<file path="src/rtl/fetch_pkg.sv">
// Shared fetch-stage types and constants; in_range is also used by the data memory bounds check.
package fetch_pkg;

  localparam int INSTR_W = 24;
  localparam int ADDR_W  = 24;
  localparam int PC_STEP = 4;

  typedef enum logic {RUN = 1'b0, FAULT = 1'b1} fetch_state_t;

  // Word index must fit below 'words' and nothing may be set above bit 21.
  function automatic logic in_range(input logic [ADDR_W-1:0] addr, input int unsigned words);
    return (addr[ADDR_W-1:22] == '0) && (32'(addr[21:2]) < words);
  endfunction

endpackage

</file>
<file path="src/rtl/fetch_pc_register.sv">
// Program counter with synchronous reset, load (redirect) and increment controls.
module pc_register #(
  parameter int              ADDR_W   = 24,
  parameter logic [ADDR_W-1:0] RESET_PC = '0
) (
  input  logic              clk,
  input  logic              rst_n,
  input  logic              load,
  input  logic [ADDR_W-1:0] load_value,
  input  logic              inc,
  output logic [ADDR_W-1:0] pc
);
  import fetch_pkg::*;

  localparam logic [ADDR_W-1:0] STEP = ADDR_W'(PC_STEP);

  // Load wins over increment; increment wraps modulo 2^ADDR_W.
  always_ff @(posedge clk) begin
    if (!rst_n) begin
      pc <= RESET_PC;
    end else if (load) begin
      pc <= load_value;
    end else if (inc) begin
      pc <= pc + STEP;
    end
  end

endmodule

</file>
<file path="src/rtl/fetch_unit.sv">
// Instruction fetch stage: PC, instruction register, branch redirect with bubble, and sticky fault.
module fetch_unit #(
  parameter int                ADDR_W    = 24,
  parameter int                INSTR_W   = 24,
  parameter logic [ADDR_W-1:0] RESET_PC  = 24'h000000,
  parameter int                MEM_WORDS = 140
) (
  input  logic                       clk,
  input  logic                       rst_n,
  output logic [ADDR_W-1:0]          imem_addr,
  input  logic [INSTR_W-1:0]         imem_rd,
  input  logic                       stall,
  input  logic                       branch_valid,
  input  logic [ADDR_W-1:0]          branch_target,
  output logic [INSTR_W-1:0]         instr,
  output logic [ADDR_W-1:0]          instr_pc,
  output logic                       instr_valid,
  output logic                       fault,
  output fetch_pkg::fetch_state_t    state
);
  import fetch_pkg::*;

  // Handshake: instr/instr_pc are meaningful only while instr_valid=1; decode raises
  // stall to hold them, and a branch always produces one instr_valid=0 bubble.

  fetch_state_t      state_next;
  logic [ADDR_W-1:0] pc;
  logic              pc_load;
  logic              pc_inc;
  logic              ir_capture;
  logic              valid_next;
  logic              target_legal;
  logic              pc_legal;

  pc_register #(
    .ADDR_W   (ADDR_W),
    .RESET_PC (RESET_PC)
  ) u_pc (
    .clk        (clk),
    .rst_n      (rst_n),
    .load       (pc_load),
    .load_value (branch_target),
    .inc        (pc_inc),
    .pc         (pc)
  );

  assign imem_addr    = pc;
  assign fault        = (state == FAULT);
  assign target_legal = (branch_target[1:0] == 2'b00) && in_range(branch_target, MEM_WORDS);
  assign pc_legal     = in_range(pc, MEM_WORDS);

  always_comb begin
    state_next = state;
    pc_load    = 1'b0;
    pc_inc     = 1'b0;
    ir_capture = 1'b0;
    valid_next = instr_valid;
    case (state)
      RUN: begin
        if (branch_valid) begin
          valid_next = 1'b0;
          if (target_legal) begin
            pc_load = 1'b1;
          end else begin
            state_next = FAULT;
          end
        end else if (stall) begin
          valid_next = instr_valid;
        end else if (!pc_legal) begin
          state_next = FAULT;
          valid_next = 1'b0;
        end else begin
          ir_capture = 1'b1;
          pc_inc     = 1'b1;
          valid_next = 1'b1;
        end
      end
      FAULT: begin
        // Only a legal redirect leaves FAULT; stall has no effect here.
        valid_next = 1'b0;
        if (branch_valid && target_legal) begin
          pc_load    = 1'b1;
          state_next = RUN;
        end
      end
      default: begin
        state_next = RUN;
        valid_next = 1'b0;
      end
    endcase
  end

  always_ff @(posedge clk) begin
    if (!rst_n) begin
      state       <= RUN;
      instr       <= '0;
      instr_pc    <= '0;
      instr_valid <= 1'b0;
    end else begin
      state       <= state_next;
      instr_valid <= valid_next;
      if (ir_capture) begin
        instr    <= imem_rd;
        instr_pc <= pc;
      end
    end
  end

endmodule
</file>
<file path="config.mk">
export PLATFORM = sky130hd
export DESIGN_NAME = fetch_unit
export DESIGN_NICKNAME = d
export VERILOG_FILES = /design/src/rtl/fetch_pkg.sv /design/src/rtl/fetch_pc_register.sv /design/src/rtl/fetch_unit.sv
export SDC_FILE = /design/constraint.sdc
export NUM_CORES = 1
export LEC_CHECK = 0
export ABC_AREA = 1
export CAP_MARGIN = 15
export CORE_MARGIN = 2
export CORE_UTILIZATION = 40
export CTS_BUF_LIST = sky130_fd_sc_hd__clkbuf_8 sky130_fd_sc_hd__clkbuf_16
export DETAILED_ROUTE_END_ITERATION = 6
export GPL_ROUTABILITY_DRIVEN = 0
export PLACE_DENSITY_LB_ADDON = 0.1
export SYNTH_ARGS = -nofsm -noshare
export SYNTH_HDL_FRONTEND = slang
export SYNTH_SLANG_ARGS = --single-unit
</file>
<file path="constraint.sdc">
create_clock -name clk -period 2.55 [get_ports clk]
set_input_delay 0.51 -clock clk [delete_from_list [all_inputs] [get_ports clk]]
set_output_delay 0.51 -clock clk [all_outputs]
set_load 0.01 [all_outputs]
</file>
==> metrics <==
most numerous cell in the Yosys netlist=sky130_fd_sc_hd__nor2_1; unique cell type count in the Yosys netlist=32; Die ar.=0.00826 mm^2; post-synthesis net count=429; number of post-CTS setup repair buffers=0; number of CTS-inserted buffers=9; M3 GR Usage=5.68%; Syn. warnings=0; Achievable Freq=~0.5 GHz; critical path data arrival time=roughly 1400 ps; number of flops mapped to enable cells by yosys=0; initial antenna violation count=0; height of the die=roughly 90 um; Setup crit end kind=output port; starting DRC count in detailed routing=about 150; Sequential cell area=0.00148 mm^2; drt first pass iters=4; proportion of register bits with asynchronous set or reset after synthesis=0%; Peak VDD IR=0.348 mV; worst setup path category=reg2out; CTS root buffer=sky130_fd_sc_hd__clkbuf_8; Setup TNS Final=0 ps; first-pass GRT wire length=12800 um; Sink Count=74; half-perimeter wire length after detailed placement=5480 um; Post-CTS Hold Fix Bufs=0; most congested layer reported by global routing=met2; Critical Path Slowest Stage Cell=sky130_fd_sc_hd__clkdlybuf4s50_1; share of synthesized area occupied by flip-flops and latches=49.1%; core outline area=between 0.007 and 0.008 mm^2; total track usage=19.0%; multi-input combinational cell area=0.00131 mm^2; clock insertion delay at the later pin of the skew report=340 ps; number of placement rows=31; max cap viols=0; total power density per cell area=552 mW/mm^2; RSZ-0062 raised after global routing=false; gate count of the mapped netlist=376; maximum number of pins on one net before global-route repair=42; Net Switching=590 uW; Buffers on Ports=126; Min Clock Period, post-route=1950 ps; per-cell via count in the routed design=a little under 5; count of vias placed by the detailed router=2898; status=finished, final reports clean; logic gate share of total power=12.3%; final cell count without fillers=603; Seq cells post-synth=between 70 and 80; leading cell types by total area after synthesis=sky130_fd_sc_hd__dfxtp_1 49%, sky130_fd_sc_hd__nor2_1 10%, sky130_fd_sc_hd__a21oi_1 5.8%, sky130_fd_sc_hd__nand2_1 5.1%, sky130_fd_sc_hd__o21ai_0 5.0%; die outline width=90.9 um; worst slew margin relative to its limit=56.7%; Sw Share=23.5%; critical path fanouts, max=7; skew final=roughly 7.6 ps; period utilisation layout=76.4%; CP required=2040 ps; cell family with most CP delay=buffers and inverters; met2 routing resource usage after global routing=32.6%; total number of nets in the final design=552; total of fill cells in the finished design=691; Layout area overhead=50.3%; average wire length per cell after detail routing=~13 um; Hold Path Class=reg2reg; final hold violations=0; Slew Limit Fails=0; mean cell area of the mapped netlist=8.03 um^2; fraction of power consumed by the clock network=39.3%; clock slew at the register clock pins of the worst setup and hold paths=80 ps; count of H-tree levels built during CTS=3; area share of the leading cell type in the synthesized netlist=around half; total length of routed wires=7850 um; area leader, netlist=sky130_fd_sc_hd__dfxtp_1; GRT Residual Overflow=0; starting density of the core=41.4%; CTS tree=built; PostCTS Resize Cnt=0; # placed instances=slightly below 600; transition at the pin with the smallest max-transition slack=648 ps; launching element type of the critical path=flop; number of global-route vias before repair=2815; maximum count of clock buffers along a single path=2; remaining routing DRC violations=0; biggest cell delay along the critical path=610 ps; Boundary Pins=127; layout cell share with drive strength beyond 1=9.72%; met1 track demand over resource=22.5%; Post-synth top cells=82 x sky130_fd_sc_hd__nor2_1, 74 x sky130_fd_sc_hd__dfxtp_1, 41 x sky130_fd_sc_hd__nand2_1, 35 x sky130_fd_sc_hd__a21oi_1, 30 x sky130_fd_sc_hd__o21ai_0; Cell Area, Synth=0.00302 mm^2; final number of setup-violating endpoints=0; Int Pwr=1.92 mW; post-detailed-route count of antenna-violating nets=0; buffers and inverters on the worst path=1; Diodes inserted=0; most used flip-flop cell after synthesis=sky130_fd_sc_hd__dfxtp_1; portion of total power attributed to sequential cells=48.4%; critical path, cell by cell=clkdlybuf4s50_1; leakage power=1.76 nW
[per-layer routing]
layer,up-vias,part of all wire [%]
met1,1337,44
met5,-,0
li1,1472,-
met4,0,1.6
met2,77,49
met3,12,5.4
[cells by family (layout without fill, tap and decap cells)]
kind of cell	after synthesis	after routing	synth area share (%)
xor gates and xnor gates	4	4	1.16
and+or+nand+nor	181	181	29.6
adders and majority gates	1	1	0.415
AOI/OAI and AO/OA	73	73	12.3
buffers and inverters	43	171	7.42
DFF	74	74	49.1
[registers in the layout, indices dropped and copies added (netlist names)]
name         flops
fault            1
instr           24
instr_pc        24
instr_valid      1
u_pc.pc         24
[metrics by stage]
stage / hold slack (ps) / power [mW] / util, % / area (um^2) / worst slack (ps)
floorplan: 461 / 1.37 / - / 3020 / 1040
global placement: 425 / 1.55 / 59.2 / 4320 / 401
detailed placement: 427 / 1.55 / 59.2 / 4320 / 349
CTS: 440 / 2.54 / 62.2 / 4540 / 582
global route: 454 / 2.61 / 62.2 / 4540 / 511
finish: 439 / 2.50 / 62.2 / 4540 / 602
[final timing paths]
path	startpoint	endpoint	slack, ps	cells past startpoint
worst max-delay path	u_pc.pc[5]	imem_addr[5]	600	1
worst min-delay path	instr_pc[10]	instr_pc[10]	440	2
worst max register to register	u_pc.pc[7]	instr[8]	680	8
worst min register to register	instr_pc[10]	instr_pc[10]	440	2
[power by group through the flow]
stage / logic, mW / clock network, mW / registers [mW]
after floorplan: 0.119 / 0 / 1.26
after global placement: 0.307 / 0 / 1.24
after detailed placement: 0.311 / 0 / 1.24
after CTS: 0.312 / 1.01 / 1.21
after global routing: 0.336 / 1.06 / 1.22
final: 0.309 / 0.983 / 1.21
[cells in the final DEF, fill, tap and decap left out, types with 3 or more instances in the layout]
cell type,count
sky130_fd_sc_hd__a21oi_1,35
sky130_fd_sc_hd__buf_4,8
sky130_fd_sc_hd__clkbuf_8,9
sky130_fd_sc_hd__clkdlybuf4s50_1,126
sky130_fd_sc_hd__dfxtp_1,74
sky130_fd_sc_hd__inv_1,19
sky130_fd_sc_hd__nand2_1,41
sky130_fd_sc_hd__nand2_2,4
sky130_fd_sc_hd__nand3_1,28
sky130_fd_sc_hd__nor2_1,82
sky130_fd_sc_hd__nor2_4,3
sky130_fd_sc_hd__nor3b_1,3
sky130_fd_sc_hd__nor3b_2,8
sky130_fd_sc_hd__o21ai_0,30
sky130_fd_sc_hd__o21ai_1,6
sky130_fd_sc_hd__xor2_1,3
[final cells by class]
class / count / area share [%]
clock inverters: 7 / 2.07
well taps: 99 / 2.73
flip-flops and latches: 74 / 32.7
inverters: 21 / 1.74
repair buffers: 134 / 29.1
multi-input cells: 259 / 28.9
clock buffers: 9 / 2.73
No activity file was read; power rests on OpenSTA's default activity.
==> edit 1, RTL diff (config.mk and constraints unchanged) <==
Reset style: asynchronous (`rst_n`), changed in 2 clocked blocks. Comments in the files are not updated.
--- a/src/rtl/fetch_pc_register.sv
+++ b/src/rtl/fetch_pc_register.sv
@@ -17,3 +17,3 @@
   // Load wins over increment; increment wraps modulo 2^ADDR_W.
-  always_ff @(posedge clk) begin
+  always_ff @(posedge clk or negedge rst_n) begin
     if (!rst_n) begin
--- a/src/rtl/fetch_unit.sv
+++ b/src/rtl/fetch_unit.sv
@@ -92,3 +92,3 @@
 
-  always_ff @(posedge clk) begin
+  always_ff @(posedge clk or negedge rst_n) begin
     if (!rst_n) begin
Check against the original RTL: differs if rst_n is asserted again (counterexample within 4 cycles, from zero or initial values and one cycle with rst_n low); with rst_n held inactive, the same outputs for 10 cycles.
==> edit 1 against the unedited design <==
- synthesized cell count down 5.9%
- via count down 9.7%
- area after synthesis up 2.6%
- largest cell class unchanged
- routed wire length down 11%
- worst hold slack worse by 0.16 ns
- cell area up 2.1%
- highest routed layer unchanged
- critical path depth unchanged
- count of clock-buffer cells in the layout up 2
- sequential cell count unchanged
- register-to-register slack better by 0.32 ns
- setup slack better by 0.0084 ns
Power is not compared: it rests on default switching activity, and its combinational part moved more than twofold at a synthesized area within 25%.
==> edit 1: results (changes against the unedited design) <==
status: finished, final reports clean
layout cells sized above 1: 7.60% (-2.1 points)
sequential area share after synthesis: 59.8% (+11 points)
fraction of area in multi-input gates: 21.6% (-7.3 points)
routed wl met3: 477 µm (+13%)
average vias per placed instance: 4.44 (-7.6%)
pre-CTS setup slack: 0.470 ns (+0.121 ns)
Setup Fix Bufs, Post-CTS: 0 (unchanged)
met1 Use GR: 21.7% (-0.79 points)
Synth async-reset ratio: 100% (+100 points)
grt met3 use: 4.03% (-1.6 points)
first-pass iteration count of the detailed router: 4 (unchanged)
adder-cell share of the synthesized area: 0.404% (-0.011 points)
Non-clock buffering overhead: 27.9% (-1.2 points)
Port Buffers: 126 (unchanged)
Max Fclk: 516 MHz (+0.43%)
Layout Skew: 0.0107 ns (+0.00306 ns)
reg2reg setup slack: 1.00 ns (+0.32 ns)
CTS clk-pin slew, worst paths: 0.08 ns (about the same)
Synth top cells by count: 120 x nand2_1, 74 x dfrtp_1, 50 x nor2_1, 38 x inv_1, 28 x nand3_1
Layout Nets: 535 (-3.1%)
Reg-to-Reg Start: u_pc.pc[8]
Worst Setup EP: imem_addr[7]
post-synthesis compound-gate area fraction: 1.05% (-11 points)
DR iter-0 viols: 114 (-22%)
Area contributors post-synth: dfrtp_1 60%, nand2_1 15%, nor2_1 6.1%
sequential cell area share: 40.0% (+7.3 points)
Hold Crit Class: input port to asynchronous set/reset pin
XOR/XNOR share of the synthesized area: 1.41% (+0.25 points)
# clk buffers: 11 (+2)
global-route wire length before repair: 11,400 µm (-11%)
Post-DP HPWL: 5010 µm (-8.7%)
Netlist cell types: 21 (-34%)
Synth Flop Type: dfrtp_1
reg2reg end: u_pc.pc[4]
mux contribution to synthesized area: 0% (unchanged)
# fillers: 658 (-4.8%)
WL final: 6970 µm (-11%)
routed wl met2: 3360 µm (-12%)
vias in the first global route: 2,483 (-12%)
Crit. Startpoint: u_pc.pc[7]
DRC: 0 (unchanged)
Worst-Margin Slew: 0.897 ns (+0.249 ns)
pin count of the biggest net entering global routing: 75 (+79%)
clk cell area share: 4.57% (-0.23 points)
Inverters: 39 (+86%)
WP data arrival: 1.43 ns
Yosys top cell area share: 59.8% (+11 points)
All-Layer GR Usage: 17.0% (-2.0 points)
Non-clk bufs: 129 (-3.7%)
number of synthesized register bits: 74 (unchanged)
Multi-Input Combinational: 229 (-12%)
met1 WL: 3050 µm (-12%)
Post-Syn Nets: 407 (-5.1%)
met2 usage: 27.8% (-4.8 points)
[edit 1: cell count changes after synthesis, moves of 8 or more]
cell	unedited run	this run
a21oi_1	35	0
clkbuf_1	9	0
dfrtp_1	0	74
dfxtp_1	74	0
inv_1	19	38
nand2_1	41	120
nor2_1	82	50
nor2_2	1	11
nor3b_2	8	0
o21ai_0	30	5
[edit 1: power by group]
group	switching [W]	internal [W]	total [W]
sequential	0.000000125	0.00117	0.00117
combinational	0.0000416	0.0000718	0.000113
clock	0.000441	0.000509	0.000949
total	0.000482	0.00175	0.00224
[edit 1: through the flow]
step           cell area [µm²]  power, W  utilization (%)  hold WS [ns]  cells
6_report                  4630   0.00224             60.9         0.281    589
5_1_grt                   4630   0.00233             60.9         0.375    589
4_1_cts                   4630   0.00227             60.9         0.324    589
3_5_place_dp              4420   0.00131             58.1         0.467    573
3_3_place_gp              4420   0.00131             58.1         0.461    573
2_1_floorplan             3100   0.00121                -         0.214    354
==> edit 2, RTL diff (same settings) <==
Made on the original files. `ADDR_W` is set to 24 in 3 places; all go to 28.
--- a/src/rtl/fetch_pkg.sv
+++ b/src/rtl/fetch_pkg.sv
@@ -4,3 +4,3 @@
   localparam int INSTR_W = 24;
-  localparam int ADDR_W  = 24;
+  localparam int ADDR_W  = 28;
   localparam int PC_STEP = 4;
--- a/src/rtl/fetch_pc_register.sv
+++ b/src/rtl/fetch_pc_register.sv
@@ -2,3 +2,3 @@
 module pc_register #(
-  parameter int              ADDR_W   = 24,
+  parameter int              ADDR_W   = 28,
   parameter logic [ADDR_W-1:0] RESET_PC = '0
--- a/src/rtl/fetch_unit.sv
+++ b/src/rtl/fetch_unit.sv
@@ -2,3 +2,3 @@
 module fetch_unit #(
-  parameter int                ADDR_W    = 24,
+  parameter int                ADDR_W    = 28,
   parameter int                INSTR_W   = 24,
Ports: changed (resized branch_target, imem_addr and instr_pc); port bits go from 127 to 139. The function was not compared with the original's and may differ.
==> edit 2 against the unedited design <==
- via count is 7.9% higher
- cell area is 6.4% higher
- fmax is 0.13% higher
- power is 0.96% higher
- routed wire length is 6.5% higher
- sequential cell count is 8 higher
- area after synthesis is 6.8% higher
- die area is 6.5% higher
- register-to-register slack better by 0.22 ns
- core utilization is 0.054 points lower
- setup slack better by 0.0026 ns
- combinational power is 22% lower
- count of clock-buffer cells in the layout is 1 higher
- critical endpoint is now imem_addr[6]
- largest power group unchanged
- highest routed layer unchanged
==> edit 2: results (changes against the unedited design) <==
status: finished, final reports clean
grt met3 use: 4.82% (-0.86 points)
Area contributors post-synth: dfxtp_1 51%, nand2_1 9.5%, nand3_1 9.2%
routed wl met2: 4050 µm (+6.0%)
Layout Nets: 594 (+7.6%)
Multi-Input Combinational: 275 (+6.2%)
placed insts: 628 (+7.0%)
Worst-Margin Slew: 0.464 ns (-0.184 ns)
global-route wire length before repair: 14,000 µm (+9.4%)
Inverters: 25 (+19%)
DR WL/cell: 13.0 µm (-0.24%)
syn avg cell area: 7.92 µm² (-1.3%)
# clk buffers: 10 (+1)
met1 WL: 3650 µm (+5.0%)
# fillers: 710 (+2.7%)
met1 Use GR: 25.1% (+2.6 points)
average vias per placed instance: 4.86 (+1.0%)
Post-Syn Nets: 464 (+8.2%)
peak supply drop: 0.274 mV (-21%)
layout cells sized above 1: 6.64% (-3.1 points)
met2 usage: 33.3% (+0.75 points)
sequential area share after synthesis: 50.9% (+1.8 points)
pin count of the biggest net entering global routing: 43 (+2.4%)
number of synthesized register bits: 82 (+11%)
vias in the first global route: 2,994 (+6.4%)
post-place instance area: 4620 µm² (+6.9%)
switching power: 0.000606 W (+2.7%)
largest registers: instr_pc (28), u_pc.pc (28), instr (24)
clk cell area share: 4.35% (-0.45 points)
Reg power frac: 51.8% (+3.4 points)
Sequential Area: 1640 µm² (+11%)
Layout Skew: 0.00612 ns (-0.00149 ns)
seq pwr: 0.00131 W (+8%)
All-Layer GR Usage: 19.9% (+0.96 points)
routed wl met3: 569 µm (+34%)
DR iter-0 viols: 141 (-4.1%)
Row Count: 32 (+3.2%)
-- edit 2: changes by cell type after synthesis, moves of 6 or more --
cell     delta
dfxtp_1     +8
nand2_1    +41
nor2_1     -22
o21ai_1     -6
o21ai_0    -28
nand3_1    +31
nor3b_1    +14
nor3b_2     -8
-- edit 2: cell families (layout without fill, tap and decap cells) --
kind of cell	after synthesis	after routing	share of synthesized area, %
xor gates and xnor gates	5	5	1.36
buffers and inverters	50	185	8.42
and+or+nand+nor	230	230	32.6
DFF	82	82	50.9
adders and majority gates	1	1	0.388
AOI/OAI and AO/OA	39	39	6.29
-- edit 2: path summary, 6_finish.rpt --
check,slack [ns],from,depth (start not counted),end
setup / recovery,0.60,u_pc.pc[6],1,imem_addr[6]
hold / removal,0.44,instr_pc[22],2,instr_pc[22]
setup reg to reg,0.90,u_pc.pc[6],10,u_pc.pc[4]
hold reg to reg,0.44,instr_pc[22],2,instr_pc[22]
